--- config.mk ---
export PLATFORM = sky130hd
export DESIGN_NAME = ecg_sample_fetcher
export DESIGN_NICKNAME = d
export VERILOG_FILES = /design/src/rtl/ecg_fetch_pkg.sv /design/src/rtl/ecg_clk_div.sv /design/src/rtl/ecg_sample_fetcher.sv
export SDC_FILE = /design/constraint.sdc
export NUM_CORES = 1
export LEC_CHECK = 0
export CORE_ASPECT_RATIO = 0.5
export CORE_MARGIN = 1.5
export CORE_UTILIZATION = 45
export CTS_CLUSTER_SIZE = 8
export DETAILED_ROUTE_END_ITERATION = 12
export PLACE_DENSITY_LB_ADDON = 0.15
export SYNTH_ARGS = -nofsm -noshare
export SYNTH_HDL_FRONTEND = slang
export SYNTH_SLANG_ARGS = --single-unit
--- constraint.sdc ---
create_clock -name clk -period 2.1 [get_ports clk]
set_clock_uncertainty 0.1 [all_clocks]
set_input_delay 0.315 -clock clk [delete_from_list [all_inputs] [get_ports clk]]
set_output_delay 0.315 -clock clk [all_outputs]
set_load 0.02 [all_outputs]
--- src/rtl/ecg_fetch_pkg.sv ---
// Shared definitions for the ECG sample fetcher: FSM state encoding,
// default parameter values and the channel-index width helper.
package ecg_fetch_pkg;

  localparam int unsigned DEF_ADDR_W = 12;
  localparam int unsigned DEF_DIV    = 2;
  localparam int unsigned DEF_NUM_CH = 1;

  typedef enum logic [1:0] {
    ST_IDLE,
    ST_PRIME,
    ST_RUN,
    ST_DONE
  } fetch_state_e;

  function automatic int unsigned ch_width(input int unsigned n);
    return (n <= 1) ? 1 : $clog2(n);
  endfunction

endpackage

--- src/rtl/ecg_clk_div.sv ---
// Sample-clock divider: 50% duty strobe of period 2*DIV while enabled,
// plus a combinational strobe flagging the cycle whose edge drives it low.
module ecg_clk_div #(
  parameter int unsigned DIV = 2
) (
  input  logic clk,
  input  logic reset,
  input  logic en_i,
  input  logic load_i,
  output logic sample_clk_o,
  output logic fall_o
);

  logic [7:0] cnt_q, cnt_d;
  logic       sclk_q, sclk_d;
  logic       terminal;

  assign terminal     = (cnt_q == 8'(DIV - 1));
  assign fall_o       = en_i && sclk_q && terminal;
  assign sample_clk_o = sclk_q;

  always_comb begin
    cnt_d  = '0;
    sclk_d = 1'b0;
    if (load_i) begin
      // Entering RUN: start high with a fresh count.
      sclk_d = 1'b1;
    end else if (en_i) begin
      if (terminal) begin
        sclk_d = ~sclk_q;
      end else begin
        cnt_d  = cnt_q + 8'd1;
        sclk_d = sclk_q;
      end
    end
  end

  always_ff @(posedge clk) begin
    if (reset) begin
      cnt_q  <= '0;
      sclk_q <= 1'b0;
    end else begin
      cnt_q  <= cnt_d;
      sclk_q <= sclk_d;
    end
  end

endmodule

--- src/rtl/ecg_sample_fetcher.sv ---
// Walks a sample-memory address range (optionally looping) and paces it
// with a divided sample clock; channel index tracks interleaved frames.
module ecg_sample_fetcher
  import ecg_fetch_pkg::*;
#(
  parameter  int unsigned ADDR_W = DEF_ADDR_W,
  parameter  int unsigned DIV    = DEF_DIV,
  parameter  int unsigned NUM_CH = DEF_NUM_CH,
  localparam int unsigned CH_W   = ch_width(NUM_CH)
) (
  input  logic              clk,
  input  logic              reset,
  input  logic              start,
  input  logic              stop,
  input  logic              loop_en,
  input  logic [ADDR_W-1:0] base_addr,
  input  logic [ADDR_W-1:0] last_addr,
  output logic [ADDR_W-1:0] address,
  output logic [CH_W-1:0]   ch_idx,
  output logic              addr_valid,
  output logic              sample_clk,
  output logic              busy,
  output logic              done,
  output logic              wrapped
);

  fetch_state_e      state_q, state_d;
  logic [ADDR_W-1:0] addr_q, addr_d;
  logic [ADDR_W-1:0] base_q, base_d;
  logic [ADDR_W-1:0] last_q, last_d;
  logic [CH_W-1:0]   ch_q, ch_d;
  logic              valid_q, valid_d;
  logic              wrap_q, wrap_d;
  logic              busy_q, busy_d;
  logic              done_q, done_d;
  logic              div_en, div_load, fall;

  assign div_en   = (state_q == ST_RUN)   && !stop;
  assign div_load = (state_q == ST_PRIME) && !stop;

  ecg_clk_div #(
    .DIV (DIV)
  ) u_div (
    .clk          (clk),
    .reset        (reset),
    .en_i         (div_en),
    .load_i       (div_load),
    .sample_clk_o (sample_clk),
    .fall_o       (fall)
  );

  always_comb begin
    state_d = state_q;
    addr_d  = addr_q;
    base_d  = base_q;
    last_d  = last_q;
    ch_d    = ch_q;
    valid_d = 1'b0;
    wrap_d  = 1'b0;
    if (stop) begin
      state_d = ST_IDLE;
    end else begin
      case (state_q)
        ST_IDLE, ST_DONE: begin
          if (start) begin
            state_d = ST_PRIME;
            addr_d  = base_addr;
            base_d  = base_addr;
            last_d  = last_addr;
            ch_d    = '0;
            valid_d = 1'b1;
          end
        end
        ST_PRIME: state_d = ST_RUN;
        ST_RUN: begin
          if (fall) begin
            if (addr_q == last_q) begin
              if (loop_en) begin
                addr_d  = base_q;
                ch_d    = '0;
                wrap_d  = 1'b1;
                valid_d = 1'b1;
              end else begin
                state_d = ST_DONE;
              end
            end else begin
              addr_d  = addr_q + 1'b1;
              ch_d    = (ch_q == CH_W'(NUM_CH - 1)) ? '0 : ch_q + 1'b1;
              valid_d = 1'b1;
            end
          end
        end
        default: state_d = ST_IDLE;
      endcase
    end
    busy_d = (state_d == ST_PRIME) || (state_d == ST_RUN);
    done_d = (state_d == ST_DONE);
  end

  always_ff @(posedge clk) begin
    if (reset) begin
      state_q <= ST_IDLE;
      addr_q  <= '0;
      base_q  <= '0;
      last_q  <= '0;
      ch_q    <= '0;
      valid_q <= 1'b0;
      wrap_q  <= 1'b0;
      busy_q  <= 1'b0;
      done_q  <= 1'b0;
    end else begin
      state_q <= state_d;
      addr_q  <= addr_d;
      base_q  <= base_d;
      last_q  <= last_d;
      ch_q    <= ch_d;
      valid_q <= valid_d;
      wrap_q  <= wrap_d;
      busy_q  <= busy_d;
      done_q  <= done_d;
    end
  end

  assign address    = addr_q;
  assign ch_idx     = ch_q;
  assign addr_valid = valid_q;
  assign busy       = busy_q;
  assign done       = done_q;
  assign wrapped    = wrap_q;

endmodule
### Word-level counts from Yosys, hierarchy flattened

Cells that the tools add are included.

| cells by class | value |
|---|---|
| multiplexer cells | 25 |
| reduce and logical (&&, ||, !) cells | 14 |
| equality and inequality tests | 12 |
| bitwise gates (word level) | 6 |
| add/sub/neg operators | 3 |

Operator list:

| cell | number |
|---|---|
| two-way mux 12 bit | 4 |
| one-hot mux 12 bit (2 select lines) | 1 |
| adder 12 x 1 -> 12 bit (second input constant) | 1 |
| equality test 12 bit | 1 |
| two-way mux 1 bit | 12 |
| two-way mux 2 bit | 5 |
| adder 8 x 1 -> 8 bit (second input constant) | 1 |
| equality test 2 bit (second input constant) | 4 |
| equality test 8 x 1 -> 1 bit (second input constant) | 1 |
| != test 3 bit (second input constant) | 2 |
| inverter 1 bit | 6 |
| one-hot mux 2 bit (3 select lines) | 1 |
| AND reduction 5 bit | 1 |
| OR reduction 5 bit | 1 |
| equality test 2 x 1 -> 1 bit (second input constant) | 2 |
| logical AND 1 bit | 4 |
| != test 2 bit (second input constant) | 2 |
| one-hot mux 1 bit (2 select lines) | 2 |
| OR reduction 2 bit | 2 |
| OR reduction 4 bit | 1 |
| AND reduction 3 bit | 1 |
| logical NOT 2 bit | 1 |
| nonzero test 2 bit | 1 |
| adder 1 bit (second input constant) | 1 |
| 2 further kinds | 2 |

| word-level totals | value |
|---|---|
| register bits | 52 |
| output and inout port bits | 18 |
| bits of input ports | 29 |

### Longest topological paths before layout

| logic depth | value |
|---|---|
| word-level depth | 9 |
| depth in mapped cells | 9 |
| gate-level depth less buffers | 8 |

### Modules after synthesis

From an unflattened synthesis, not the netlist that was laid out.

| second synthesis, totals | value |
|---|---|
| cells, all modules | 332 |
| area total of the unflattened synthesis | 2711.4 µm² |

Modules (own cells, without submodules):

| module | instances | cells an instance | area each (µm²) | seq. area each (µm²) |
|---|---|---|---|---|
| ecg_sample_fetcher | 1 | 286 | 2294.7 | 840.8 |
| ecg_clk_div | 1 | 46 | 416.6 | 180.2 |

### Worst setup path after synthesis

OpenSTA, ideal clock, no wires.

| path | value |
|---|---|
| path kind | register -> register |
| from | reg addr_q[3], in the netlist address[3] |
| to | reg busy_q, in the netlist busy |
| period minus slack after synthesis | 2.269 ns |
| data arrival time | 2.039 ns |
| buffers on the path | 2 |
| setup slack | -0.169 ns |
| library setup time | 0.130 ns |
| stages on the path, launching flop included | 10 |
| cell sequence | dfxtp_1 -> buf_2 -> xor2_1 -> nor4_4 -> and3_1 -> buf_4 -> a311oi_1 -> nor3b_1 -> ha_1 -> nor2b_1 |

| on the way | value |
|---|---|
| longest elaborated chain between the ends | 7 |
| elaborated cells between the ends (all ways) | 8 |
| classes of those cells | 3 x eq/ne; 4 x mux; 1 x reduce/logical |

RTL lines:

| what | line | text |
|---|---|---|
| start: declaration | ecg_sample_fetcher.sv:28 | `logic [ADDR_W-1:0] addr_q, addr_d;` |
| start signal: assignment | ecg_sample_fetcher.sv:113 | `addr_q <= addr_d;` |
| equality test 12 bit (*) | ecg_sample_fetcher.sv:77 | `if (addr_q == last_q) begin` |
| two-way mux 2 bit (*) | ecg_sample_fetcher.sv:77 |  |
| two-way mux 2 bit (*) | ecg_sample_fetcher.sv:76 | `if (fall) begin` |
| one-hot mux 2 bit (3 select lines) (*) | ecg_sample_fetcher.sv:63 | `case (state_q)` |
| two-way mux 2 bit (*) | ecg_sample_fetcher.sv:60 | `if (stop) begin` |
| via state_d[0] | ecg_sample_fetcher.sv:27 | `fetch_state_e state_q, state_d;` |
| equality test 2 x 1 -> 1 bit / equality test 2 bit (equally long branches) | ecg_sample_fetcher.sv:96 | `busy_d = (state_d == ST_PRIME) \|\| (state_d == ST_RUN);` |
| logical OR 1 bit (*) | ecg_sample_fetcher.sv:96 |  |
| via busy_d | ecg_sample_fetcher.sv:34 | `logic busy_q, busy_d;` |
| end signal: assignment | ecg_sample_fetcher.sv:119 | `busy_q <= busy_d;` |
| end: declaration | ecg_sample_fetcher.sv:34 |  |

Mark *: on every way through the listed nets, which the timed path passes. The rest lies on a longest branch.
A chain may end at the register's enable or synchronous reset.

### Worst setup path in the final report

| path | value |
|---|---|
| from | reg u_div.cnt_q[5] |
| to | reg addr_q[3], in the netlist address[3] |

| on the way | value |
|---|---|
| longest elaborated chain between the ends | 4 |

RTL lines:

| what | line | text |
|---|---|---|
| start: declaration | ecg_clk_div.sv:14 | `logic [7:0] cnt_q, cnt_d;` |
| start signal: assignment | ecg_clk_div.sv:43 | `cnt_q <= cnt_d;` |
| equality test 8 x 1 -> 1 bit | ecg_clk_div.sv:18 | `assign terminal = (cnt_q == 8'(DIV - 1));` |
| logical AND 1 bit | ecg_clk_div.sv:19 | `assign fall_o = en_i && sclk_q && terminal;` |
| != test 2 bit (no source line) | - |  |
| AND reduction 5 bit (no source line) | - |  |

No other way between the ends.

==> metrics.yaml <==
run_status:
  status: "completed"
synth:
  synth.avg_cell_area_um2: 8.39
  syn-num-nets: 365
  yosys_warnings: 0
  ys.flop_type: "dfxtp_1"
  ys_types: 36
  synth_edf_count: 0
  synthCells: 329
  synth_area_um2: 2760
  synthArstFlopShare_pct: 0
  ys_seq_area_share_pct: 37.0
  synth-seq-cells: 51
sta:
  period_minus_slack_ps: 2000
  rsz0062_at_grt: "yes"
  slew_viol_final: 0
  hold_viol: 0
  setup_viol: 0
  hold_slack_ps: 353
  max_freq_mhz: 500
  tns_ps: 0
  fin_crit_sh_pct: 95.3
worst_setup_path:
  critical_path.reg2reg.startpoint: "u_div.cnt_q[5]"
  ff2ff_setup_slack_ps: 100
  worstSetupPathType: "register to register"
  regToRegEndpoint: "address[3]"
  required_ps: 2190
  start_kind: "register"
  reg2reg_depth: 7
  cp-end-kind: "register"
  crit_path_max_fanout: 6
  startpoint: "u_div.cnt_q[5]"
  crit_arrival_ps: 2090
place:
  gp_congestion: 0.844
  place_area_um2: 3440
  numPortBuffers: 45
  hpwl_um: 4950
global_route:
  grt.busiest_layer: "met2"
  grt_pass1_vias: 2290
  grt_pass1_wl_um: 11200
  grt_usage_pct: 21.9
  antenna_found_initial: 0
  grtUsageMet3_pct: 5.46
  grt_use_met1_pct: 30.5
  grt_use_met2_pct: 33.6
  overflow: 0
  grt_max_degree: 31
cts:
  ctsResizeCount: 0
  cts_tree: "yes"
  clk_pin_slew_ps: 60
  clockBufferDepth: 2
  htreeDepth: 2
  clk_latency_ps: 290
  clkSinkCount: 51
  cts_inserted_buffers: 5
  ctsHoldBuffers: 0
  post-cts-setup-buffer-count: 0
  root_buffer: "clkbuf_16"
power:
  p_total_mw: 2.57
  leakagePower_nw: 1.37
  worst_ir_drop_vdd_mv: 0.310
  p_per_area_nw_per_um2: 708
route:
  drc_errors: 0
  dr.pass1.iters: 5
  vias_per_cell: 5.48
  vias: 2506
  wl_per_cell_um: 15.4
  antenna_left: 0
  dr.first_iter.drc_count: 146
  wl_um: 7020
final_layout:
  multi_input_area_um2: 1650
  final_core_util_pct: 63.5
  antennaDiodeCount: 0
  nNetsFinal: 420
  regArea_um2: 1040
  syn_to_final_growth_pct: 31.2
  design_area_um2: 3620
  fillCellCount: 486
  layout-drive-gt1-share_pct: 19.0
hold_path:
  holdPathStages: 2
  hp-class: "register to register"
  holdPathEnd: "base_q[9]"
  min-delay-start: "base_q[9]"
floorplanning:
  core-area_um2: 5710
  ioPinCount: 47
  rows: 19
  start_util_pct: 48.4
  fp.dieArea_um2: 6640
  die-width_um: 114
  die_y_um: 58.4
run:
  cap_violations: 0
==> final cells by class <==
class	count	area share, %
sequential	51	28.7
inverter	8	0.829
clock buffer	6	3.83
timing repair buffer	75	18.6
tap	73	2.52
multi-input combinational	243	45.4
clock inverter	1	0.138
==> cell usage in the layout, fill, tap and decap left out, types with 2 or more instances in the layout <==
master / netlist / layout
inv_1: 8 / 8
and3_1: 3 / 2
dfxtp_1: 51 / 38
a21oi_1: 39 / 38
nor3_1: 3 / 3
nor2_1: 22 / 22
nand4_1: 5 / 5
a31oi_1: 2 / 2
clkdlybuf4s50_1: 0 / 45
and3b_1: 2 / 2
ha_1: 7 / 6
xor2_2: 0 / 3
nor2b_1: 5 / 4
a21o_1: 2 / 2
dfxtp_2: 0 / 12
nand2b_1: 14 / 14
nand2_1: 52 / 52
nor4_4: 3 / 4
a311oi_2: 7 / 8
buf_4: 2 / 29
xor2_1: 23 / 20
o211ai_1: 10 / 10
nand4b_1: 11 / 11
nand3_1: 11 / 11
a311oi_1: 5 / 4
clkbuf_16: 0 / 5
xnor2_1: 6 / 6
==> worst max path at each step <==
stage,to,slack [ps]
after floorplan,busy,-20
after global placement,address[1],-60
after detailed placement,address[1],-110
after CTS,address[3],8
after global routing,address[3],-10
final,address[3],100
==> synth_stat cells, types with 2 or more instances <==
master	instances	area (µm²)
a21o_1	2	15.0
a21oi_1	39	195
a311oi_1	5	43.8
a311oi_2	7	105
a31oi_1	2	12.5
and3_1	3	18.8
and3b_1	2	17.5
buf_2	6	30.0
buf_4	2	15.0
buf_6	2	22.5
clkbuf_1	17	63.8
dfxtp_1	51	1020
ha_1	7	87.6
inv_1	8	30.0
nand2_1	52	195
nand2b_1	14	87.6
nand3_1	11	55.1
nand4_1	5	31.3
nand4b_1	11	96.3
nor2_1	22	82.6
nor2b_1	5	31.3
nor3_1	3	15.0
nor3b_1	2	15.0
nor4_4	3	63.8
o211ai_1	10	75.1
xnor2_1	6	52.6
xor2_1	23	201
==> registers in the layout, indices dropped and copies added, names as in the netlist <==
signal	cells
last_q	12
addr_valid	1
done	1
state_q	2
busy	1
u_div.sample_clk_o	1
base_q	12
u_div.cnt_q	8
wrapped	1
address	12
==> through the flow <==
step                worst slack, ps  std cells
global placement              -57.4        449
floorplan                     -15.2        329
CTS                            8.41        456
global route                  -13.9        457
finish                         98.5        457
detailed placement             -107        449
==> cells by family after synthesis <==
group                    count (synthesis)  share of synthesized area (%)
adder cells (fa/ha/maj)                  7                           3.17
XOR/XNOR                                29                           9.20
AND/OR/NAND/NOR                        138                           27.2
other                                    1                          0.136
flip-flops                              51                           37.0
AO/OA/AOI/OAI                           68                           17.5
buffers and inverters                   35                           5.84
==> metal layers <==
metal,vias up,share of wire (%)
met5,-,0
met4,0,0.77
met3,7,6.2
met2,84,45
met1,1169,48
li1,1246,-
==> worst max-delay path, cell delays in order (launching register included) <==
cell and delay (ps):
dfxtp_1 370, nor4_4 360, nand4_1 180, buf_4 170
a21oi_2 190, buf_4 190, a21oi_1 90, a311oi_2 260
==> report_power, final <==
group | internal (mW) | switching, mW
Combinational | 0.314 | 0.371
Sequential | 1.03 | 0.0432
Clock | 0.466 | 0.344
Total | 1.81 | 0.759
(Power assumes the default switching activity.)
